`config.mk`:
```
export PLATFORM = sky130hd
export DESIGN_NAME = microwave_input_conditioner_flat
export DESIGN_NICKNAME = d
export VERILOG_FILES = /design/src/rtl/microwave_input_conditioner_if.sv /design/src/rtl/microwave_input_conditioner.sv /design/src/flat_wrapper.sv
export SDC_FILE = /design/constraint.sdc
export NUM_CORES = 1
export LEC_CHECK = 0
export ABC_CLOCK_PERIOD_IN_PS = 4500
export BUFFER_PORTS_ARGS = -buffer_cell sky130_fd_sc_hd__buf_4
export CORE_UTILIZATION = 35
export DETAILED_ROUTE_END_ITERATION = 16
export PLACE_DENSITY = 0.53
export SYNTH_ARGS = -nofsm -noshare
export SYNTH_HDL_FRONTEND = slang
export SYNTH_SLANG_ARGS = --single-unit
export TNS_END_PERCENT = 5
```
`constraint.sdc`:
```
create_clock -name clk -period 4.5 [get_ports clk]
set_clock_uncertainty 0.05 [all_clocks]
set_input_delay 0.45 -clock clk [delete_from_list [all_inputs] [get_ports clk]]
set_output_delay 0.45 -clock clk [all_outputs]
set_load 0.02 [all_outputs]
```
`src/rtl/microwave_input_conditioner_if.sv`:
```
// Raw button/door inputs and the conditioned pulses/levels handed to the microwave controller.
interface microwave_input_conditioner_if;
   logic btnU_raw, btnL_raw, btnC_raw, btnD_raw, door_raw;
   logic btnU, btnL, btnC, btnD, door;

   modport master (
      output btnU_raw, btnL_raw, btnC_raw, btnD_raw, door_raw,
      input  btnU, btnL, btnC, btnD, door
   );

   modport slave (
      input  btnU_raw, btnL_raw, btnC_raw, btnD_raw, door_raw,
      output btnU, btnL, btnC, btnD, door
   );
endinterface

```
`src/rtl/microwave_input_conditioner.sv`:
```
// Input front end: per-channel 2-flop sync, tick-based debounce, press-pulse edge detect,
// optional hold auto-repeat; one shared 1 ms prescaler drives every channel.
module microwave_input_conditioner_chan #(
   parameter int DEBOUNCE_TICKS = 10,
   parameter int REPEAT_DELAY   = 500,
   parameter int REPEAT_PERIOD  = 100,
   parameter bit REPEAT_EN      = 1'b0,
   parameter bit IS_LEVEL       = 1'b0
) (
   input  logic clk,
   input  logic rst_n,
   input  logic tick,
   input  logic raw,
   output logic out
);
   localparam logic [1:0]  R_IDLE   = 2'd0;
   localparam logic [1:0]  R_DELAY  = 2'd1;
   localparam logic [1:0]  R_REPEAT = 2'd2;
   localparam logic [7:0]  DB_LAST  = 8'(DEBOUNCE_TICKS - 1);
   localparam logic [15:0] DLY_LAST = 16'(REPEAT_DELAY - 1);
   localparam logic [15:0] PER_LAST = 16'(REPEAT_PERIOD - 1);

   logic [1:0]  sync_q, sync_d;
   logic        db_q, db_d;
   logic [7:0]  cnt_q, cnt_d;
   logic [1:0]  st_q, st_d;
   logic [15:0] hcnt_q, hcnt_d;
   logic        out_q, out_d;
   logic        rise, rep;

   always_comb begin
      sync_d = {sync_q[0], raw};
      db_d   = db_q;
      cnt_d  = cnt_q;
      if (sync_q[1] == db_q) begin
         cnt_d = '0;
      end else if (tick) begin
         if (cnt_q == DB_LAST) begin
            db_d  = sync_q[1];
            cnt_d = '0;
         end else begin
            cnt_d = cnt_q + 8'd1;
         end
      end
      rise = db_d & ~db_q;
   end

   // Release wins over a repeat landing on the same tick, so no pulse on the falling cycle.
   always_comb begin
      st_d   = st_q;
      hcnt_d = hcnt_q;
      rep    = 1'b0;
      if (!db_d) begin
         st_d   = R_IDLE;
         hcnt_d = '0;
      end else begin
         case (st_q)
            R_IDLE: begin
               if (rise) begin
                  st_d   = R_DELAY;
                  hcnt_d = '0;
               end
            end
            R_DELAY: begin
               if (tick) begin
                  if (hcnt_q == DLY_LAST) begin
                     rep    = 1'b1;
                     hcnt_d = '0;
                     st_d   = R_REPEAT;
                  end else begin
                     hcnt_d = hcnt_q + 16'd1;
                  end
               end
            end
            R_REPEAT: begin
               if (tick) begin
                  if (hcnt_q == PER_LAST) begin
                     rep    = 1'b1;
                     hcnt_d = '0;
                  end else begin
                     hcnt_d = hcnt_q + 16'd1;
                  end
               end
            end
            default: begin
               st_d   = R_IDLE;
               hcnt_d = '0;
            end
         endcase
      end
      out_d = IS_LEVEL ? db_q : (rise | (REPEAT_EN & rep));
   end

   always_ff @(posedge clk or negedge rst_n) begin
      if (!rst_n) begin
         sync_q <= '0;
         db_q   <= 1'b0;
         cnt_q  <= '0;
         st_q   <= R_IDLE;
         hcnt_q <= '0;
         out_q  <= 1'b0;
      end else begin
         sync_q <= sync_d;
         db_q   <= db_d;
         cnt_q  <= cnt_d;
         st_q   <= st_d;
         hcnt_q <= hcnt_d;
         out_q  <= out_d;
      end
   end

   assign out = out_q;
endmodule

module microwave_input_conditioner #(
   parameter int TICK_DIV       = 100000,
   parameter int DEBOUNCE_TICKS = 10,
   parameter int REPEAT_DELAY   = 500,
   parameter int REPEAT_PERIOD  = 100
) (
   input  logic                           clk,
   input  logic                           reset,
   microwave_input_conditioner_if.slave   io
);
   localparam int NUM_LANES = 5;
   localparam int PW        = $clog2(TICK_DIV);
   localparam logic [PW-1:0] PRE_LAST = PW'(TICK_DIV - 1);

   logic [PW-1:0]        pre_q, pre_d;
   logic                 tick;
   logic [NUM_LANES-1:0] raw, cond;

   // Lane order: 0=U, 1=L, 2=C, 3=D, 4=door.
   assign raw = {io.door_raw, io.btnD_raw, io.btnC_raw, io.btnL_raw, io.btnU_raw};

   always_comb begin
      tick  = (pre_q == PRE_LAST);
      pre_d = tick ? '0 : pre_q + PW'(1);
   end

   always_ff @(posedge clk or negedge reset) begin
      if (!reset) pre_q <= '0;
      else        pre_q <= pre_d;
   end

   for (genvar i = 0; i < NUM_LANES; i++) begin : g_lane
      microwave_input_conditioner_chan #(
         .DEBOUNCE_TICKS (DEBOUNCE_TICKS),
         .REPEAT_DELAY   (REPEAT_DELAY),
         .REPEAT_PERIOD  (REPEAT_PERIOD),
         .REPEAT_EN      (i == 0 || i == 3),
         .IS_LEVEL       (i == 4)
      ) u_chan (
         .clk   (clk),
         .rst_n (reset),
         .tick  (tick),
         .raw   (raw[i]),
         .out   (cond[i])
      );
   end

   assign io.btnU = cond[0];
   assign io.btnL = cond[1];
   assign io.btnC = cond[2];
   assign io.btnD = cond[3];
   assign io.door = cond[4];
endmodule

```
`src/flat_wrapper.sv`:
```
// flat-port wrapper written by rule: the top's interface ports become plain ports
module microwave_input_conditioner_flat 
#(
   parameter int TICK_DIV       = 100000,
   parameter int DEBOUNCE_TICKS = 10,
   parameter int REPEAT_DELAY   = 500,
   parameter int REPEAT_PERIOD  = 100
)
  (clk, reset, io_btnU_raw, io_btnL_raw, io_btnC_raw, io_btnD_raw, io_door_raw, io_btnU, io_btnL, io_btnC, io_btnD, io_door);
  microwave_input_conditioner_if io_i ();
  input  logic clk;
  input  logic reset;
  input wire logic [$bits(io_i.btnU_raw)-1:0] io_btnU_raw;
  input wire logic [$bits(io_i.btnL_raw)-1:0] io_btnL_raw;
  input wire logic [$bits(io_i.btnC_raw)-1:0] io_btnC_raw;
  input wire logic [$bits(io_i.btnD_raw)-1:0] io_btnD_raw;
  input wire logic [$bits(io_i.door_raw)-1:0] io_door_raw;
  output wire logic [$bits(io_i.btnU)-1:0] io_btnU;
  output wire logic [$bits(io_i.btnL)-1:0] io_btnL;
  output wire logic [$bits(io_i.btnC)-1:0] io_btnC;
  output wire logic [$bits(io_i.btnD)-1:0] io_btnD;
  output wire logic [$bits(io_i.door)-1:0] io_door;
  assign io_i.btnU_raw = io_btnU_raw;
  assign io_i.btnL_raw = io_btnL_raw;
  assign io_i.btnC_raw = io_btnC_raw;
  assign io_i.btnD_raw = io_btnD_raw;
  assign io_i.door_raw = io_door_raw;
  assign io_btnU = io_i.btnU;
  assign io_btnL = io_i.btnL;
  assign io_btnC = io_i.btnC;
  assign io_btnD = io_i.btnD;
  assign io_door = io_i.door;
  microwave_input_conditioner #(.TICK_DIV(TICK_DIV), .DEBOUNCE_TICKS(DEBOUNCE_TICKS), .REPEAT_DELAY(REPEAT_DELAY), .REPEAT_PERIOD(REPEAT_PERIOD)) u_core (.clk(clk), .reset(reset), .io(io_i));
endmodule
```
==> After elaboration in Yosys (flattened, before gate mapping) <==
Index checks and enable logic that the tools add are counted.
{ "totals": {"output_inout_bits": 5, "register_bits": 113} }
{ "op_classes": {"addsub": 8, "reduce_logical": 12, "eq_ne": 29, "n_bitwise": 11, "mux": 64} }
{ "ops": {"columns": ["op", "count"], "rows": [
  ["$mux 16", 12],
  ["$mux 8", 15],
  ["$pmux 16 s3", 2],
  ["$add 8x1->8 const B", 5],
  ["$eq 8x4->1 const B", 5],
  ["$add 16x1->16 const B", 2],
  ["$eq 16x7->1 const B", 2],
  ["$eq 16x9->1 const B", 2],
  ["$mux 1", 22],
  ["$ne 3x3->1 const B", 6],
  ["$add 17x1->17 const B", 1],
  ["$eq 17x17->1 const B", 1],
  ["$mux 17", 1],
  ["$mux 2", 8],
  ["$pmux 2 s3", 2],
  ["$reduce_bool 2->1", 5],
  ["$reduce_and 3->1", 3],
  ["$reduce_and 4->1", 2],
  ["$ne 3x2->1 const B", 2],
  ["$eq 1x1->1", 5],
  ["$not 1->1", 5],
  ["$and 1x1->1", 4],
  ["$eq 2x1->1 const B", 2],
  ["$eq 2x2->1 const B", 2],
  ["4 further kinds", 8]
]} }

==> Logic depth before layout (Yosys ltp) <==
{ "depth": {"ltp_word": 8, "depth_mapped": 10, "depth_no_buf": 8} }

==> By module <==
Synthesis repeated with hierarchy kept, for this count alone.
{ "unflattened": {"hier_cells": 610, "hier_area_um2": 6122.1} }
{ "modules_own_cells": {"columns": ["mod", "area_each_um2", "cells_per_inst", "seq_area_each_um2", "instances"], "rows": [
  ["microwave_input_conditioner_chan (u_core.g_lane[0].u_chan ...)", 1798.0, 192, 750.7, 2],
  ["microwave_input_conditioner_chan (u_core.g_lane[1].u_chan ...)", 566.8, 50, 300.3, 2],
  ["microwave_input_conditioner", 793.3, 74, 425.4, 1],
  ["microwave_input_conditioner_chan (u_core.g_lane[4].u_chan)", 599.3, 52, 300.3, 1]
]} }

==> Worst setup path after synthesis <==
OpenSTA, ideal clock, no wires.
{ "synth_timing": {"kind": "register -> register", "start": "register u_core.pre_q[0]", "end": "register u_core.g_lane[3].u_chan.hcnt_q[12]", "n_path_buf": 1, "t_arrival_ps": 2160, "setup_slack_ps": 2186, "stages_incl_launch_ff": 8, "period_less_slack_ps": 2314, "required_ps": 4346, "cell_sequence": "dfrtp_1 > ha_1 > and4_1 > and4_1 > clkbuf_1 > o41ai_1 > o21ai_2 > o41ai_2"} }
{ "synth_via": {"elab_chain_cells": 6} }
{ "synth_lines": {"columns": ["item", "line_no", "source"], "rows": [
  ["start, declared", "microwave_input_conditioner.sv:129", "logic [PW-1:0] pre_q, pre_d;"],
  ["start signal, assigned", "microwave_input_conditioner.sv:143", "else pre_q <= pre_d;"],
  ["$eq 17x17->1 *", "microwave_input_conditioner.sv:137", "tick = (pre_q == PRE_LAST);"],
  ["$mux 1", "microwave_input_conditioner.sv:37", "end else if (tick) begin"],
  ["$mux 1", "microwave_input_conditioner.sv:35", "if (sync_q[1] == db_q) begin"],
  ["$and 1x1->1", "microwave_input_conditioner.sv:45", "rise = db_d & ~db_q;"],
  ["$ne 3x3->1 (no line)", null, null],
  ["$reduce_and 3->1 (no line)", null, null],
  ["end signal, assigned", "microwave_input_conditioner.sv:107", "hcnt_q <= hcnt_d;"],
  ["end, declared", "microwave_input_conditioner.sv:27", "logic [15:0] hcnt_q, hcnt_d;"]
]} }
Mark *: on every way between the ends. The rest lies on a longest branch, timed or not.
A chain may end at the register's enable or synchronous reset.

==> Worst setup path after layout <==
{ "layout_timing": {"start": "register u_core.pre_q[0]", "end": "register u_core.g_lane[3].u_chan.hcnt_q[7]"} }
Same word-level chain as after synthesis.

==> impl_metrics.py <==
metrics = {
    "outcome": {
        "outcome": "finished clean",
    },
    "synthesis": {
        "syn_inst": 624,
        "synth_edf_count": 0,
        "synth_ff_type": "dfrtp_1",
        "ys_types": 65,
        "muxShareOfSynthArea": 0.0107,
        "synth_top_family_by_area": "simple AND/OR/NAND/NOR gates",
        "synthAdderAreaFrac": 0.0440,
        "async_flop_share": 1.00,
        "synthXorXnorAreaFrac": 0.0367,
        "synth_area_mm2": 0.00597,
        "ys_seq_area_frac": 0.474,
        "synth_compound_area_frac": 0.166,
        "syn_nets": 652,
        "ys_warn_count": 0,
        "synth.avg_cell_area_um2": 9.56,
        "synth_seq_cells": 113,
        "synthSimpleGateAreaFrac": 0.238,
    },
    "run": {
        "cap_violations": 0,
    },
    "timing": {
        "fin_crit_sh": 0.693,
        "layout_min_cycle_time_ns": 3.12,
        "finalSetupViolations": 0,
        "maxSlewViolCount": 0,
        "maxSlewHeadroom": 0.176,
        "final-hold-violation-count": 0,
        "whs_ns": 0.00404,
        "tns_ns": 0,
        "fmax_ghz": 0.321,
        "tightest_slew_ns": 1.23,
        "rsz0062_at_grt": "false",
    },
    "global_route": {
        "grt_usage": 0.147,
        "grt_pass1_wl_um": 21100,
        "grt_max_degree": 48,
        "grt_pass1_vias": 4481,
        "antenna_found_initial": 0,
        "grt_overflow": 0,
    },
    "power_and_ir_drop": {
        "switching_share": 0.204,
        "leakagePower_nw": 2.97,
        "power_frac_clock": 0.561,
        "power_frac_comb": 0.015,
        "netSwitchingPower_uw": 492,
        "seqPwrFrac": 0.424,
        "cellPowerDensity_mw_per_mm2": 351,
        "p_int_mw": 1.92,
        "irDropWorstVdd_uv": 252,
        "p_total_mw": 2.42,
    },
    "setup_path": {
        "path_delay_family": "simple AND/OR/NAND/NOR gates",
        "crit_chain": "ha_1 -> and4_1 -> and4_1 -> nand3_1 -> a21boi_2 -> or4b_1 -> o21ai_0",
        "path_class": "flop to flop",
        "crit_path_frequent_cell": "and4_1",
        "critPathBufInv": 0,
        "arrival_ns": 3.38,
        "startpoint_type": "flop",
        "critPathRequiredTime_ns": 4.76,
        "end_kind": "flop",
        "worst_path_max_delay_cell": "a21boi_2",
        "critPathMaxStageDelay_ns": 0.66,
        "path_max_fanout": 19,
    },
    "min_path": {
        "worstHoldPathType": "input port to async pin",
    },
    "clock_network": {
        "cts_tree": "done",
        "cts_root_buf": "clkbuf_16",
        "clk_path_buf_depth": 2,
        "post_cts_resized": 0,
        "post_cts_buffers": 0,
        "cts_made_buffers": 17,
        "clkSinkCount": 113,
        "cts-htree-levels": 4,
        "path_clk_slew_ns": 0.05,
        "worstSkewPairLatency_ns": 0.41,
        "cts_hold_buf": 0,
    },
    "route": {
        "routed_wl_um": 12200,
        "firstDrtPassIters": 4,
        "viasPerCell": 5.39,
        "drc": 0,
        "vias": 4719,
        "final_antenna_net_count": 0,
        "wire_per_inst_um": 13.9,
        "drt_iter0_drc": 302,
    },
    "final_layout": {
        "final_common_cell": "dfrtp_1",
        "final_cell_mix": "dfrtp_1, nand2_1, o21ai_0",
        "diodes": 0,
        "fin_nets": 671,
        "drive_gt1_frac": 0.105,
        "stdcell_count": 875,
        "fillers": 1632,
        "area_growth_syn_to_layout_pct": 15.3,
    },
    "die": {
        "fp.dieH_um": 133,
        "num_rows": 47,
        "initial_core_util": 0.360,
        "dieArea_mm2": 0.0176,
        "core-area_mm2": 0.0166,
        "die_w_um": 133,
        "io_pins": 12,
    },
    "place": {
        "gp_congestion": 0.835,
        "place_inst": 844,
        "dpl.hpwl_um": 8180,
        "io_buffers": 11,
    },
}
[power groups by stage]
stage	Clock, mW	Combinational [mW]	Sequential, mW
floorplan	0	0.00910	1.04
global placement	0	0.0374	1.04
detailed placement	0	0.0384	1.04
CTS	1.39	0.0384	1.02
global route	1.44	0.0429	1.02
finish	1.35	0.0360	1.02
[final timing paths]
path	from	to	slack, ns	depth (start not counted)
max in group asynchronous	reset	u_core.g_lane[3].u_chan.hcnt_q[5]$_DFFE_PN0P_	3.43	2
worst min-delay path	reset	u_core.g_lane[0].u_chan.hcnt_q[12]$_DFFE_PN0P_	0.004	1
worst max register to register	u_core.pre_q[0]$_DFF_PN0_	u_core.g_lane[3].u_chan.hcnt_q[7]$_DFFE_PN0P_	1.38	7
worst min register to register	u_core.g_lane[2].u_chan.sync_q[0]$_DFF_PN0_	u_core.g_lane[2].u_chan.sync_q[1]$_DFF_PN0_	0.30	0
worst max-delay path	u_core.pre_q[0]$_DFF_PN0_	u_core.g_lane[3].u_chan.hcnt_q[7]$_DFFE_PN0P_	1.38	7
min in group clk	io_door_raw	u_core.g_lane[4].u_chan.sync_q[0]$_DFF_PN0_	0.09	1
[sequential cells by signal, summed over array words and instances, names as in the netlist]
register                     cells
u_core.g_lane.u_chan.hcnt_q     32
u_core.g_lane.u_chan.cnt_q      40
u_core.g_lane.u_chan.out         5
u_core.g_lane.u_chan.db_q        5
u_core.g_lane.u_chan.st_q        4
u_core.g_lane.u_chan.sync_q     10
u_core.pre_q                    17
[cells in the mapped netlist, types with 9 or more instances]
cell type  number  area share
o21ai_0        56       0.047
a21oi_1        30       0.025
nor2_1         47       0.030
xnor2_1         9       0.013
nor4_1          9      0.0094
or3_1          12       0.013
and3_1         23       0.024
ha_1           21       0.044
dfrtp_1       113        0.47
nand2b_1        9      0.0094
a21o_1         10       0.013
nand2_1        58       0.036
nand3_1        34       0.029
nand4_1        17       0.018
nor3_1         10      0.0084
xor2_1         16       0.023
a22o_1         13       0.019
inv_1          26       0.016
[kinds of logic (layout without fill, tap and decap cells)]
| logic type | after synthesis | after routing |
|---|---|---|
| AOI/OAI and AO/OA | 154 | 154 |
| xor gates and xnor gates | 25 | 25 |
| adders and majority gates | 21 | 21 |
| buffers and inverters | 42 | 73 |
| DFF | 113 | 113 |
| muxes | 6 | 6 |
| and+or+nand+nor | 263 | 263 |
[layout make-up]
class	count	area, um^2	area share
Clock buffer	21	460	0.0669
Sequential cell	113	2830	0.411
Inverter	26	97.6	0.0142
Timing Repair Buffer	16	120	0.0175
Tap cell	220	275	0.0400
Clock inverter	10	135	0.0196
Multi-Input combinational cell	469	2960	0.431
[per-stage QoR]
step / setup slack (ns) / area (um^2) / util
floorplan: 2.19 / 5970 / -
global placement: 1.49 / 6280 / 0.379
detailed placement: 1.37 / 6280 / 0.379
CTS: 1.35 / 6880 / 0.415
global route: 1.12 / 6880 / 0.415
finish: 1.38 / 6880 / 0.415
[layer usage]
layer  share of wire  global-route usage
met1            0.48               0.190
met2            0.48               0.236
met3           0.029              0.0391
met4           0.011              0.0562
met5               0                   0
(Power assumes the default switching activity.)
